## config.mk

```make
export PLATFORM = sky130hd
export DESIGN_NAME = sc_gamestatus_datapath
export DESIGN_NICKNAME = d
export VERILOG_FILES = /design/src/rtl/sc_gamestatus_datapath.sv
export SDC_FILE = /design/constraint.sdc
export NUM_CORES = 1
export LEC_CHECK = 0
export ABC_AREA = 1
export ABC_CLOCK_PERIOD_IN_PS = 1900
export CAP_MARGIN = 0
export CORE_ASPECT_RATIO = 0.7
export CORE_MARGIN = 5
export CORE_UTILIZATION = 35
export DETAILED_ROUTE_END_ITERATION = 8
export PLACE_DENSITY_LB_ADDON = 0.25
export REMOVE_ABC_BUFFERS = 1
export SLEW_MARGIN = 20
export SYNTH_ARGS = -nofsm -noshare
export SYNTH_HDL_FRONTEND = slang
export SYNTH_SLANG_ARGS = --single-unit
```

## constraint.sdc

```tcl
create_clock -name SC_GAMESTATUS_CLOCK_50 -period 1.9 [get_ports SC_GAMESTATUS_CLOCK_50]
set_input_delay 0.38 -clock SC_GAMESTATUS_CLOCK_50 [delete_from_list [all_inputs] [get_ports SC_GAMESTATUS_CLOCK_50]]
set_output_delay 0.38 -clock SC_GAMESTATUS_CLOCK_50 [all_outputs]
set_load 0.005 [all_outputs]
```

## src/rtl/sc_gamestatus_datapath.sv

```systemverilog
// Frogger status datapath: executes the controller's active-low strobes and turns
// collision/arrival edges into the comparator and last-register status it polls.
module sc_gamestatus_datapath #(
  parameter int LIVES_INIT = 3,
  parameter int LIVES_W    = 2,
  parameter int LEVEL_MAX  = 4,
  parameter int LEVEL_W    = 3,
  parameter int HOUSES     = 5,
  parameter int HIDX_W     = 3
) (
  input  logic                SC_GAMESTATUS_CLOCK_50,
  input  logic                SC_GAMESTATUS_RESET_InHigh,
  input  logic                SC_GAMESTATUS_StartGame_InLow,
  input  logic                SC_GAMESTATUS_LifesSignal_InLow,
  input  logic                SC_GAMESTATUS_LoadLastRegister_InLow,
  input  logic                SC_GAMESTATUS_TransitionCounter1_InLow,
  input  logic                SC_GAMESTATUS_LoadGame_InLow,
  input  logic                SC_GAMESTATUS_clearPoint_InLow,
  input  logic                SC_GAMESTATUS_ClearLost_InLow,
  input  logic                SC_GAMESTATUS_Collision_InLow,
  input  logic                SC_GAMESTATUS_Arrive_InLow,
  input  logic [HIDX_W-1:0]   SC_GAMESTATUS_ArriveHouse_InBUS,
  output logic                SC_GAMESTATUS_LifesCounterComparator_OutLow,
  output logic                SC_GAMESTATUS_LevelCounterComparator_OutLow,
  output logic                SC_GAMESTATUS_MatrixComparator_OutLow,
  output logic [1:0]          SC_GAMESTATUS_LastRegister_OutBUS,
  output logic [LIVES_W-1:0]  SC_GAMESTATUS_Lives_OutBUS,
  output logic [LEVEL_W-1:0]  SC_GAMESTATUS_Level_OutBUS,
  output logic [HOUSES-1:0]   SC_GAMESTATUS_Houses_OutBUS
);

  typedef enum logic [2:0] {
    ST_IDLE,
    ST_PLAY,
    ST_PEND_COL,
    ST_PEND_HOUSE,
    ST_OVER
  } state_t;

  localparam logic [LIVES_W-1:0] LivesInit = LIVES_W'(LIVES_INIT);
  localparam logic [LEVEL_W-1:0] LevelMax  = LEVEL_W'(LEVEL_MAX);
  localparam logic [HOUSES-1:0]  HouseOne  = HOUSES'(1);
  localparam logic [HOUSES-1:0]  AllHouses = '1;

  state_t              state_q, state_d;
  logic [LIVES_W-1:0]  lives_q, lives_d;
  logic [LEVEL_W-1:0]  level_q, level_d;
  logic [HOUSES-1:0]   bitmap_q, bitmap_d;
  logic [HIDX_W-1:0]   pendIdx_q, pendIdx_d;
  logic                collisionPrev_q, collisionPrev_d;
  logic                arrivePrev_q, arrivePrev_d;

  logic                lifesCmp_q;
  logic                levelCmp_q;
  logic                matrixCmp_q;
  logic [1:0]          lastReg_q;

  logic                colEvent;
  logic                arrEvent;
  logic                houseFree;

  // A completed row outranks a pending house so the controller sees level-complete first.
  function automatic logic [1:0] lastCode(input logic [HOUSES-1:0] bm, input state_t st);
    if (bm == AllHouses)
      return 2'b00;
    else if (st == ST_PEND_HOUSE)
      return 2'b10;
    else
      return 2'b01;
  endfunction

  assign colEvent = collisionPrev_q & ~SC_GAMESTATUS_Collision_InLow;
  assign arrEvent = arrivePrev_q & ~SC_GAMESTATUS_Arrive_InLow;

  always_comb begin
    houseFree = 1'b0;
    if (int'(SC_GAMESTATUS_ArriveHouse_InBUS) < HOUSES)
      houseFree = ~bitmap_q[SC_GAMESTATUS_ArriveHouse_InBUS];
  end

  always_comb begin
    state_d         = state_q;
    lives_d         = lives_q;
    level_d         = level_q;
    bitmap_d        = bitmap_q;
    pendIdx_d       = pendIdx_q;
    collisionPrev_d = SC_GAMESTATUS_Collision_InLow;
    arrivePrev_d    = SC_GAMESTATUS_Arrive_InLow;

    if (!SC_GAMESTATUS_StartGame_InLow) begin
      lives_d   = LivesInit;
      level_d   = '0;
      bitmap_d  = '0;
      pendIdx_d = '0;
      state_d   = ST_PLAY;
    end else begin
      case (state_q)
        ST_PLAY: begin
          if (colEvent) begin
            state_d = ST_PEND_COL;
          end else if (arrEvent) begin
            if (houseFree) begin
              pendIdx_d = SC_GAMESTATUS_ArriveHouse_InBUS;
              state_d   = ST_PEND_HOUSE;
            end else begin
              state_d = ST_PEND_COL;
            end
          end
        end
        ST_PEND_COL: begin
          if (!SC_GAMESTATUS_clearPoint_InLow)
            state_d = ST_PLAY;
        end
        ST_PEND_HOUSE: begin
          if (!SC_GAMESTATUS_LoadLastRegister_InLow)
            bitmap_d = bitmap_q | (HouseOne << pendIdx_q);
          if (!SC_GAMESTATUS_clearPoint_InLow) begin
            pendIdx_d = '0;
            state_d   = ST_PLAY;
          end
        end
        default: ;
      endcase

      if (!SC_GAMESTATUS_LifesSignal_InLow && lives_q != '0)
        lives_d = lives_q - 1'b1;
      if (!SC_GAMESTATUS_TransitionCounter1_InLow && level_q != LevelMax)
        level_d = level_q + 1'b1;

      // Strobe overrides below are ordered so that ClearLost always has the last word.
      if (!SC_GAMESTATUS_LoadGame_InLow) begin
        bitmap_d  = '0;
        pendIdx_d = '0;
        if (state_q != ST_OVER)
          state_d = ST_PLAY;
      end
      if (!SC_GAMESTATUS_ClearLost_InLow)
        state_d = ST_OVER;
    end
  end

  always_ff @(posedge SC_GAMESTATUS_CLOCK_50) begin
    if (SC_GAMESTATUS_RESET_InHigh) begin
      state_q         <= ST_IDLE;
      lives_q         <= LivesInit;
      level_q         <= '0;
      bitmap_q        <= '0;
      pendIdx_q       <= '0;
      collisionPrev_q <= 1'b1;
      arrivePrev_q    <= 1'b1;
      lifesCmp_q      <= 1'b1;
      levelCmp_q      <= 1'b1;
      matrixCmp_q     <= 1'b1;
      lastReg_q       <= 2'b01;
    end else begin
      state_q         <= state_d;
      lives_q         <= lives_d;
      level_q         <= level_d;
      bitmap_q        <= bitmap_d;
      pendIdx_q       <= pendIdx_d;
      collisionPrev_q <= collisionPrev_d;
      arrivePrev_q    <= arrivePrev_d;
      lifesCmp_q      <= (lives_d != '0);
      levelCmp_q      <= (level_d != LevelMax);
      matrixCmp_q     <= (state_d != ST_PEND_COL);
      lastReg_q       <= lastCode(bitmap_d, state_d);
    end
  end

  assign SC_GAMESTATUS_LifesCounterComparator_OutLow = lifesCmp_q;
  assign SC_GAMESTATUS_LevelCounterComparator_OutLow = levelCmp_q;
  assign SC_GAMESTATUS_MatrixComparator_OutLow       = matrixCmp_q;
  assign SC_GAMESTATUS_LastRegister_OutBUS           = lastReg_q;
  assign SC_GAMESTATUS_Lives_OutBUS                  = lives_q;
  assign SC_GAMESTATUS_Level_OutBUS                  = level_q;
  assign SC_GAMESTATUS_Houses_OutBUS                 = bitmap_q;

endmodule

```

# == Word level (Yosys, flattened, before mapping) ==
# Cells that the tools add are included.
# classes
n_addsub,2
n_lt_le_gt_ge,2
n_eq_ne,13
n_shift,1
n_mux,27
n_bitwise,8
reduce_logical,11
# ops
op,n
2-to-1 mux 3 bit,13
2-to-1 mux 5 bit,4
case mux 3 bit (2 select lines),2
equality test 3 x 2 -> 1 bit (second input constant),3
inequality test 3 bit (second input constant),3
inequality test 2 bit (second input constant),4
2-to-1 mux 2 bit,3
nonzero test 2 bit,3
equality test 5 bit (second input constant),1
inverter 1 bit,5
OR 5 bit,1
AND reduction 5 bit,1
<< shifter 1 x 3 -> 5 bit (first input constant),1
< comparator 3 x 4 -> 1 bit (second input constant),1
2-to-1 mux 1 bit,4
OR reduction 2 bit,2
adder 3 x 1 -> 3 bit (second input constant),1
binary-select mux 1 bit (select 3 bit),1
equality test 3 x 1 -> 1 bit (second input constant),1
< comparator 3 bit (second input constant),1
inequality test 3 x 2 -> 1 bit (second input constant),1
OR reduction 3 bit,1
AND 1 bit,2
logical AND 1 bit,2
2 further kinds,3
# word_totals
ff_bits,23
input_bits,14
out_inout_bits,15
wordCells,76

# == Depth between registers and ports, before layout ==
# depth
word_depth,15
mapped_depth,12
ltp_nobuf,12

# == Worst setup path after synthesis ==
# OpenSTA, ideal clock, no wires.
# synth_timing
path_kind,flip-flop to flip-flop
start,register level_q[0] (netlist: SC_GAMESTATUS_Level_OutBUS[0])
end,register levelCmp_q (netlist: SC_GAMESTATUS_LevelCounterComparator_OutLow)
setup_time_ns,0.128
arrival_time_ns,1.239
slack_ns,0.533
path_stages_with_launch,9
path_cell_list,dfxtp_1 -> inv_1 -> ha_1 -> a21o_1 -> nor2_1 -> xor2_1 -> nand2_1 -> nor2_1 -> nand3_1
# synth_between
elab_chain_len,5
# synth_rtl
element,line,source
start: declaration,47,"logic [LEVEL_W-1:0] level_q, level_d;"
start signal: assignment,158,level_q <= level_d;
"parallel branches: the longest is 2 deep, another holds adder 3 x 1 -> 3 bit",--,
2-to-1 mux 3 bit *,127,if (!SC_GAMESTATUS_TransitionCounter1_InLow && level_q != LevelMax)
2-to-1 mux 3 bit *,90,if (!SC_GAMESTATUS_StartGame_InLow) begin
inequality test 3 bit *,164,levelCmp_q <= (level_d != LevelMax);
end signal: assignment,164,
end: declaration,54,logic levelCmp_q;
# Mark *: on every way between the ends.
# A chain may end at the register's enable or synchronous reset.

# == Worst setup path in the final report ==
# layout_timing
start,input port SC_GAMESTATUS_ArriveHouse_InBUS[0]
end,register lastReg_q[0] (netlist: SC_GAMESTATUS_LastRegister_OutBUS[0])
# layout_between
elab_chain_len,15
# layout_rtl
element,line,source
start: declaration,22,"input logic [HIDX_W-1:0] SC_GAMESTATUS_ArriveHouse_InBUS,"
binary-select mux 1 bit (select 3 bit),78,houseFree = ~bitmap_q[SC_GAMESTATUS_ArriveHouse_InBUS];
2-to-1 mux 1 bit (not written as such),78,
inverter 1 bit,78,
2-to-1 mux 1 bit *,77,if (int'(SC_GAMESTATUS_ArriveHouse_InBUS) < HOUSES)
2-to-1 mux 1 bit *,102,if (houseFree) begin
2-to-1 mux 3 bit *,101,end else if (arrEvent) begin
2-to-1 mux 3 bit *,99,if (colEvent) begin
case mux 3 bit (2 select lines) *,97,case (state_q)
2-to-1 mux 3 bit,134,if (state_q != ST_OVER)
2-to-1 mux 3 bit *,131,if (!SC_GAMESTATUS_LoadGame_InLow) begin
2-to-1 mux 3 bit *,137,if (!SC_GAMESTATUS_ClearLost_InLow)
2-to-1 mux 3 bit *,90,
equality test 3 x 2 -> 1 bit *,66,else if (st == ST_PEND_HOUSE)
2-to-1 mux 2 bit *,66,
2-to-1 mux 1 bit *,64,if (bm == AllHouses)
end signal: assignment,166,"lastReg_q <= lastCode(bitmap_d, state_d);"
end: declaration,56,logic [1:0] lastReg_q;
# Mark *: on every way between the ends. The rest lies on a longest branch, timed or not. The select of a mux whose other input is x is not followed.

==> key figures <==
Floorplanning
  • Num ports: 29
  • Full die area: approximately 4500 um^2
  • Chip Height: about 58 um
  • Core Area: 3127 um^2
  • Row count: 17
  • DIE WIDTH: 77.91 um
  • Initial Util: between 30% and 40%

Clock network
  • CTS H-tree lvls: 1
  • # clock sinks: 23
  • Clock root cell: clkbuf_8
  • CTS buffer count: 3
  • Post-CTS Hold Buffers: 0
  • Post-CTS resize count: 0
  • TritonCTS clock tree: done
  • Maximum clock path buffer count: 2
  • Post-CTS setup buffers: 0
  • Clock-pin slew on the worst setup and hold paths: 0.08 ns
  • Clock Latency Late Sink: about 0.27 ns

Route
  • 1st-iter DRT viols: slightly below 80
  • Detailed Route WL: ~2500 um
  • Residual DRC: 0
  • Vias per inst: between 4 and 5
  • Routed Antenna Nets: 0
  • WL per Instance: 10.34 um
  • Vias: 1,080
  • Drt first pass iters: 5

Critical path
  • Levels on crit path: 13
  • Critical path peak fanout: 5
  • CP dominant cell by count: nand2_1
  • CP Cell Sequence: clkdlybuf4s50_1, inv_1, nand2_1, nand3_1, nand2_1, nand2_1, nand2_2, nand2_1, nand2_1, nand2_1, nand2_1, nand2_1, inv_1
  • Cell family with most CP delay: simple AND/OR/NAND/NOR gates
  • Data arrival, critical path: 1.81 ns
  • Crit-path max cell delay: 0.56 ns
  • Crit end category: flop
  • CP Launch Type: input pin
  • WS Path Type: in2reg
  • WP data required: 2.12 ns
  • CP max stage cell: clkdlybuf4s50_1
  • R2R depth: 8
  • WP buf/inv: 3

Logic synthesis
  • Cell variety after synth: 19
  • Mapped Cells: 169
  • Area leader, netlist: dfxtp_1
  • Synth cell count leaders: 44 x nand2_1, 25 x inv_1, 23 x dfxtp_1, 23 x nor2_1, 14 x nand3_1
  • Register area share after synthesis: between 40% and 50%
  • Ranking of synthesized cells by area: dfxtp_1 41%, nand2_1 15%, inv_1 8.3%
  • #FFs+latches synth: 23
  • Post-synth top flop: dfxtp_1
  • Number of warnings issued by yosys: 0
  • Synth Cell Area: 1130 um^2
  • Post-synth EDFFs: 0
  • Avg Cell Area, Syn: about 6.7 um^2
  • Synth top area share: 40.75%
  • Asr flop ratio synth: 0%
  • Count leader, synth: nand2_1

Pwr
  • Total Power: 0.9261 mW
  • Peak supply drop: 389.1 uV
  • PwrDens: 607.2 nW/um^2
  • Combinational power share: approximately an eighth
  • Sw power: 0.2254 mW
  • Sequential power share: 53.9%
  • Clock network power share: 33.0%
  • Switching part of the total: approximately a quarter
  • Internal power: 0.7007 mW
  • Leak Pwr: 0.7055 nW

Place
  • Final RePlAce weighted congestion: 0.7644
  • Post-DP Area: 1480 um^2
  • Post-DP HPWL: 2081 um
  • Placement Setup Slack: 0.04498 ns
  • Placed insts: 238
  • Number of port buffers: 28

Final layout
  • Filler Cell Count: 296
  • P&R area growth vs syn: 34.99%
  • Design Area, Final: 1525 um^2
  • Nets: around 220
  • Post-Layout Cell Count: 242
  • # diodes: 0
  • Final core occ: around half
  • Layout cell share with drive strength beyond 1: under 10%

Global route
  • Pin count of the biggest net entering global routing: 13
  • GRT Total Usage: 11.68%
  • Gr ovfl total: 0
  • Vias in the first global route: 958
  • First-pass GRT wire length: between 4000 and 5000 um
  • Initial antenna violation count: 0

STA
  • Final Cycle Share: a little over four fifths
  • Worst-margin pin slew: approximately 0.30 ns
  • Worst rel slew slack: 79.55%
  • Final hold violations: 0
  • RSZ-0062 raised after global routing: false
  • Final setup viols: 0
  • Fmax: about 630 MHz
  • Post-Route Setup TNS: 0 ns
  • Fin. max-slew vios: 0
  • Hold slack: 0.5071 ns
  • Tmin final: around 1.6 ns
  • Setup ws final: 0.3137 ns
  • Layout Skew: about 0.003 ns

Worst hold path
  • HP Class: reg2reg
  • Hold-critical path depth: 2

Outcome
  • Status: finished, final reports clean

Flow run
  • Max-Cap Viols: 0
worst reg2reg max path: stages (launching register included):
cell and delay [ns]:
dfxtp_1 0.36, inv_1 0.08, ha_1 0.19, a21o_1 0.19, nor2_1 0.12, xor2_1 0.15
nand2_1 0.06, nor2_1 0.12, nand3_1 0.09
worst paths after layout:
check,startpoint,end,slack (ns)
worst max-delay path,SC_GAMESTATUS_ArriveHouse_InBUS[0],SC_GAMESTATUS_LastRegister_OutBUS[0],0.31
worst min-delay path,SC_GAMESTATUS_Houses_OutBUS[4],SC_GAMESTATUS_Houses_OutBUS[4],0.51
worst max register to register,SC_GAMESTATUS_Level_OutBUS[0],SC_GAMESTATUS_LevelCounterComparator_OutLow,0.44
worst min register to register,SC_GAMESTATUS_Houses_OutBUS[4],SC_GAMESTATUS_Houses_OutBUS[4],0.51
cells in the final DEF, fill, tap and decap left out, types with 2 or more instances in the layout:
cell type,synthesis,final
a21oi_1,11,11
buf_4,0,3
clkbuf_8,0,3
clkdlybuf4s50_1,0,28
dfxtp_1,23,23
ha_1,3,3
inv_1,25,25
inv_2,4,4
nand2_1,44,44
nand2_2,5,5
nand3_1,14,14
nor2_1,23,23
nor2_2,2,2
nor2_4,2,2
nor3_1,2,2
o21ai_0,3,3
o21ai_1,2,2
xor2_1,2,2
sequential cells by signal, indices dropped and copies added (netlist names), 2 cells and up:
signal                             count
SC_GAMESTATUS_LastRegister_OutBUS      2
state_q                                3
SC_GAMESTATUS_Level_OutBUS             3
SC_GAMESTATUS_Houses_OutBUS            5
SC_GAMESTATUS_Lives_OutBUS             2
pendIdx_q                              3
per-layer routing:
| metal | vias to the layer above | part of all wire, % | global-route usage [%] |
|---|---|---|---|
| met2 | 19 | 42 | 17.48 |
| met1 | 464 | 51 | 16.19 |
| met4 | 0 | 1.1 | 2.892 |
| li1 | 592 | - | - |
| met5 | - | 0 | 0 |
| met3 | 5 | 5.8 | 3.943 |
kinds of logic (layout without fill, tap and decap cells):
| kind of cell | count (synthesis) | in the layout | synth area share [%] |
|---|---|---|---|
| compound gates | 17 | 17 | 7.752 |
| xor+xnor | 2 | 2 | 1.551 |
| fa+ha+maj | 3 | 3 | 3.323 |
| buf+inv | 30 | 65 | 9.966 |
| flops | 23 | 23 | 40.75 |
| simple gates | 94 | 94 | 36.66 |
layout make-up:
| type | instances | area, um^2 | share of cell area (%) |
|---|---|---|---|
| clock buffer | 4 | 45.04 | 2.953 |
| inverter | 30 | 112.6 | 7.383 |
| multi-input combinational | 116 | 556.8 | 36.51 |
| sequential | 23 | 460.4 | 30.19 |
| tap | 38 | 47.55 | 3.117 |
| timing repair buffer | 31 | 302.8 | 19.85 |
power by group through the flow:
stage / combinational [mW] / clock (mW) / sequential [mW]
floorplan: 0.0609 / 0 / 0.510
global placement: 0.119 / 0 / 0.510
detailed placement: 0.122 / 0 / 0.510
CTS: 0.122 / 0.320 / 0.499
global route: 0.137 / 0.336 / 0.501
finish: 0.122 / 0.305 / 0.499
No activity file was read; power rests on OpenSTA's default activity.
